### src/rtl/can_field_pos_counter.sv
// ---------------------------------------------------------------------------
// can_field_pos_counter
// Tracks the bit position inside the current frame field. Position is 0 on
// the first sample of a field, increments on each further sample of the same
// field and saturates at i_pos_limit (field length - 1).
// Ports:
//   i_Clock, i_Reset  clock / synchronous active-high reset
//   i_Sample          sample-point strobe; only these cycles update state
//   i_field           field code of the current sample
//   i_pos_limit       saturation value for the current field
//   o_pos             position of the current sample (combinational)
// ---------------------------------------------------------------------------
module can_field_pos_counter #(
  parameter int FIELD_W = 5,
  parameter int POS_W   = 3
) (
  input  logic               i_Clock,
  input  logic               i_Reset,
  input  logic               i_Sample,
  input  logic [FIELD_W-1:0] i_field,
  input  logic [POS_W-1:0]   i_pos_limit,
  output logic [POS_W-1:0]   o_pos
);

  logic [FIELD_W-1:0] prev_field_reg;
  logic [POS_W-1:0]   pos_reg;
  logic [POS_W-1:0]   pos_next;
  // Marks that a field has been seen since reset, so the first sample after
  // reset is always position 0 even if its code equals the cleared register.
  logic               seen_reg;

  always_comb begin
    pos_next = '0;
    if (seen_reg && (i_field == prev_field_reg)) begin
      if (pos_reg >= i_pos_limit) begin
        pos_next = i_pos_limit;
      end else begin
        pos_next = pos_reg + POS_W'(1);
      end
    end
  end

  assign o_pos = pos_next;

  always_ff @(posedge i_Clock) begin
    if (i_Reset) begin
      prev_field_reg <= '0;
      pos_reg        <= '0;
      seen_reg       <= 1'b0;
    end else if (i_Sample) begin
      prev_field_reg <= i_field;
      pos_reg        <= pos_next;
      seen_reg       <= 1'b1;
    end
  end

endmodule

### config.mk
export PLATFORM = sky130hd
export DESIGN_NAME = can_field_pos_counter
export DESIGN_NICKNAME = d
export VERILOG_FILES = /design/src/rtl/can_field_pos_counter.sv
export SDC_FILE = /design/constraint.sdc
export NUM_CORES = 1
export LEC_CHECK = 0
export BUFFER_PORTS_ARGS = -buffer_cell sky130_fd_sc_hd__buf_2
export CAP_MARGIN = 10
export CORE_MARGIN = 5
export CORE_UTILIZATION = 28
export CTS_CLUSTER_SIZE = 12
export DETAILED_ROUTE_END_ITERATION = 10
export PLACE_DENSITY = 0.51
export SETUP_SLACK_MARGIN = 0.3
export SYNTH_ARGS = -nofsm -noshare
export SYNTH_HDL_FRONTEND = slang
export SYNTH_SLANG_ARGS = --single-unit
### constraint.sdc
create_clock -name i_Clock -period 1.8 [get_ports i_Clock]
set_clock_uncertainty 0.15 [all_clocks]
set_input_delay 0.09 -clock i_Clock [delete_from_list [all_inputs] [get_ports i_Clock]]
set_output_delay 0.09 -clock i_Clock [all_outputs]
set_load 0.05 [all_outputs]
Word level (Yosys, flattened, before mapping)

Cells that the tools add are included.

Register bits after elaboration: 9
Latch bits: 0
Input bits: 11
Logic and storage cells: 9
Memory bits (read-only): 0
Memory bits (writable): 0
Output and inout bits: 3
Memories kept: 0

Add/sub/neg operators: 1
Divide/modulo/power cells: 0
Mux-type cells: 2
Reduce and logical (&&, ||, !) cells: 1
Shift operators: 0
Bitwise logic cells: 0
Eq/ne operators: 1
$mul: 0
Order comparisons: 1

Operators by type and width:

| kind                | number |
|---|---|
| $mux 3              | 2 |
| $eq 5x5->1          | 1 |
| $add 3x1->3 const B | 1 |
| $ge 3x3->1          | 1 |
| $logic_and 1x1->1   | 1 |

Logic depth before layout (Yosys ltp)

Word-level depth: 3
Gate-level depth with buffers: 6
Depth with buffers taken out: 6

Least setup slack after synthesis

No wires, ideal clock.

Path kind: register to output
From: reg pos_reg[0]
To: out o_pos[1]
Required time: 1.560 ns
Cell stages (with the launch flop): 7
Buffers on the path: 0
Slack: -0.181 ns
Arrival time: 1.741 ns
Cell sequence: dfxtp_1 > inv_1 > ha_1 > nor2b_1 > o21ai_1 > mux2i_1 > nor2_1

Word-level cells in the longest chain between the ends: 3
Elaborated cells between the ends (all ways): 4
Those cells by class: 1 x add/sub; 1 x order compare; 2 x mux

RTL lines:

| item                                      | RTL line | text |
|---|---|---|
| start: declaration                        | 26       | `logic [POS_W-1:0] pos_reg;` |
| start signal: assignment                  | 52       | `pos_reg <= pos_next;` |
| $add 3x1->3 or $ge 3x3->1 (tied branches) | 38, 35   |  |
| $mux 3 (*)                                | 35       | `if (pos_reg >= i_pos_limit) begin` |
| $mux 3 (*)                                | 34       | `if (seen_reg && (i_field == prev_field_reg)) begin` |
| end: declaration                          | 22       | `output logic [POS_W-1:0] o_pos` |

Every way passes the cells marked *; elsewhere a longest branch is shown, timed or not.

Worst setup path after layout

Same ends and word-level chain as after synthesis.

==> flow_metrics.py <==
metrics = {
    "status": {
        "status": "complete, but fails checks",
        "violations": "negative setup slack",
    },
    "routing": {
        "firstDrtPassIters": 1,
        "via_per_inst": 4.403,
        "drtIter0Drc": 0,
        "final_antenna_net_count": 0,
        "drc": 0,
        "wire_per_inst_um": 10.47,
        "num_vias": 524,
        "totalWireLength_um": 1246,
    },
    "global_routing": {
        "gr-total-overflow": 0,
        "grt_usage": 0.1076,
        "grt_pass1_vias": 531,
        "grt_antenna_before_repair": 0,
        "grt_max_degree": 13,
        "grt_pass1_wl_um": 2194,
    },
    "cells_and_area": {
        "layout.nets": 108,
        "final_cells": 119,
        "layout_commonest_cell": "buf_2",
        "utilization": 0.4987,
        "diodes": 0,
        "final_cell_mix": "buf_2 (10), buf_4 (8), nor2_1 (7)",
        "largest_register_ffs": 5,
        "syn_to_final_growth_pct": 72.91,
        "drive_gt1_frac": 0.4891,
    },
    "synth": {
        "synthSimpleGateAreaFrac": 0.2370,
        "synth_top_family_by_area": "simple AND/OR/NAND/NOR gates",
        "synth-xor-area-share": 0.09481,
        "synthTopCellsByArea": "dfxtp_1 (33%), mux2i_1 (14%), ha_1 (9.0%)",
        "yosysSeqAreaShare": 0.3251,
        "synthCells": 61,
        "netlist_area_um2": 554.3,
        "synth_compound_area_frac": 0.07449,
        "synth_warnings": 0,
        "synth_nets": 76,
        "yosysTopAreaCellShare": 0.3251,
        "synth.avg_cell_area_um2": 9.087,
        "muxShareOfSynthArea": 0.1445,
        "synth_fa_ha_area_frac": 0.09029,
        "ys_ff_latch": 9,
        "yosysTopAreaCell": "dfxtp_1",
        "synth_cell_type_count": 20,
    },
    "setup_path": {
        "arrival_ns": 1.67,
        "cp-end-kind": "output pin",
        "cp.depth": 7,
        "crit_required_ns": 1.56,
        "timing.critical_path.buf_inv": 2,
        "reg2reg_from": "pos_reg[0]",
        "crit_start": "pos_reg[0]",
        "crit_chain": "inv_2 > ha_4 > nor2b_4 > o21ai_4 > mux2i_4 > nor2_4 > buf_6",
        "cpLargestDelayFamily": "flip-flops",
        "cp_slowest_cell": "dfxtp_2",
        "reg2reg_depth": 7,
        "cpPeakStageDelay_ns": 0.33,
        "cp_max_fo": 3,
        "start_kind": "register",
        "critPathKind": "register to output pin",
    },
    "power_and_ir_drop": {
        "worst_ir_drop_vdd_mv": 0.3010,
        "leakagePower_nw": 0.4273,
        "power.density_nw_per_um2": 504.8,
    },
    "placed_design": {
        "hpwl_um": 835.1,
        "placedCellCount": 99,
        "portBuffers": 13,
        "gp_congestion": 0.7301,
    },
    "die": {
        "die_x_um": 54.49,
        "io_pins": 14,
        "fp.dieH_um": 54.49,
        "design.die.area_um2": 2969,
        "initial_core_util": 0.2884,
        "core_area_um2": 1922,
        "floorplan.rows": 16,
    },
    "clock_tree": {
        "clock-sinks": 9,
        "cts_tree": "yes",
        "htree_levels": 1,
        "cts_buffers": 3,
        "clock_path_buffers": 2,
        "clk_latency_ns": 0.26,
        "path_clk_slew_ns": 0.06,
        "cts_root_buffer": "clkbuf_4",
    },
    "timing": {
        "hold_viol_final": 0,
        "max_slew_margin": 0.7887,
        "timing.final.ws_setup_ns": -0.1096,
        "period_share": 1.061,
        "worst_pin_slew_ns": 0.3146,
        "fmax_mhz": 523.7,
        "rsz0062_at_grt": "yes",
        "fin_crit_ns": 1.910,
        "finalSetupViolations": 3,
        "finalMaxSlewViolations": 0,
    },
    "hold_path": {
        "min_path_type": "input pin to register",
        "holdPathStages": 3,
        "worstHoldStart": "i_Sample",
    },
    "job": {
        "drv_cap": 0,
    },
}
kinds of logic (layout without fill, tap and decap cells):
logic type | count (synthesis) | after routing
AO/OA/AOI/OAI | 6 | 6
XOR/XNOR | 6 | 6
multiplexers | 8 | 8
AND/OR/NAND/NOR | 23 | 23
buffers and inverters | 5 | 36
flip-flops | 9 | 9
adder cells (fa/ha/maj) | 4 | 4
metrics by stage:
stage                     hold WS [ns]  worst slack, ns  area (um^2)  setup TNS [ns]  total power, mW
after CTS                      0.06294          -0.1152        979.7         -0.2688           0.4956
after detailed placement        0.2092          0.06583        718.2               0           0.2995
final                          0.06529          -0.1096        958.4         -0.3032           0.4838
after global placement          0.2011          0.04601        718.2               0           0.2995
after global routing           0.09762          -0.1835        958.4         -0.4907           0.5100
after floorplan                0.08743           0.2568        626.9               0           0.2767
worst paths after layout:
path | endpoint | slack, ns
worst max-delay path | o_pos[1] | -0.11
worst max register to register | pos_reg[2] | 0.10
worst min register to register | seen_reg | 0.32
worst min-delay path | seen_reg | 0.07
synth_stat cells:
library cell / n
xnor2_1: 1
and2_1: 2
o21a_1: 1
a21oi_1: 1
nor4_4: 1
xor2_1: 5
nor2b_1: 2
nand2_2: 1
inv_1: 3
mux2i_1: 8
nor2_1: 10
nand2_1: 1
clkbuf_1: 2
a31oi_1: 1
o32ai_1: 2
dfxtp_1: 9
nand2b_1: 4
ha_1: 4
nand4_1: 2
o21ai_1: 1
routing by layer:
metal	routed length, um	track usage
met1	529	0.1201
met2	626	0.1793
met3	55	0.01635
met4	34	0.08714
met5	0	0
final cells by class:
class | count | area, um^2
multi-input cells | 47 | 475.5
fillers | 196 | 963.4
repair buffers | 29 | 227.7
inverters | 3 | 11.26
well taps | 27 | 33.78
flip-flops and latches | 9 | 183.9
clock buffers | 4 | 26.28
power by group:
part           internal [mW]  total (mW)  switching [mW]  leakage, nW
Combinational         0.0589       0.112          0.0526        0.337
Clock                 0.0856       0.160          0.0741       0.0150
Sequential             0.208       0.213         0.00503       0.0754
Total                  0.352       0.484           0.132        0.427
worst register-to-register path: stages, from the launching register on:
cell,delay [ns]
dfxtp_2,0.33
inv_2,0.05
ha_4,0.21
nor2b_4,0.14
o21a_1,0.17
mux2i_2,0.30
buf_4,0.17
o32ai_2,0.06
what timing repair did:
action | in CTS | in global routing
resized for setup | 15 | 2
pin swaps | 6 | 3
hold buffers | 11 | 0
gates cloned | 0 | 0
setup endpoints to repair | 5 | 11
buffers inserted | 8 | 1
endpoints found under the hold margin | 9 | 0
Power figures use the tool's default switching activity.
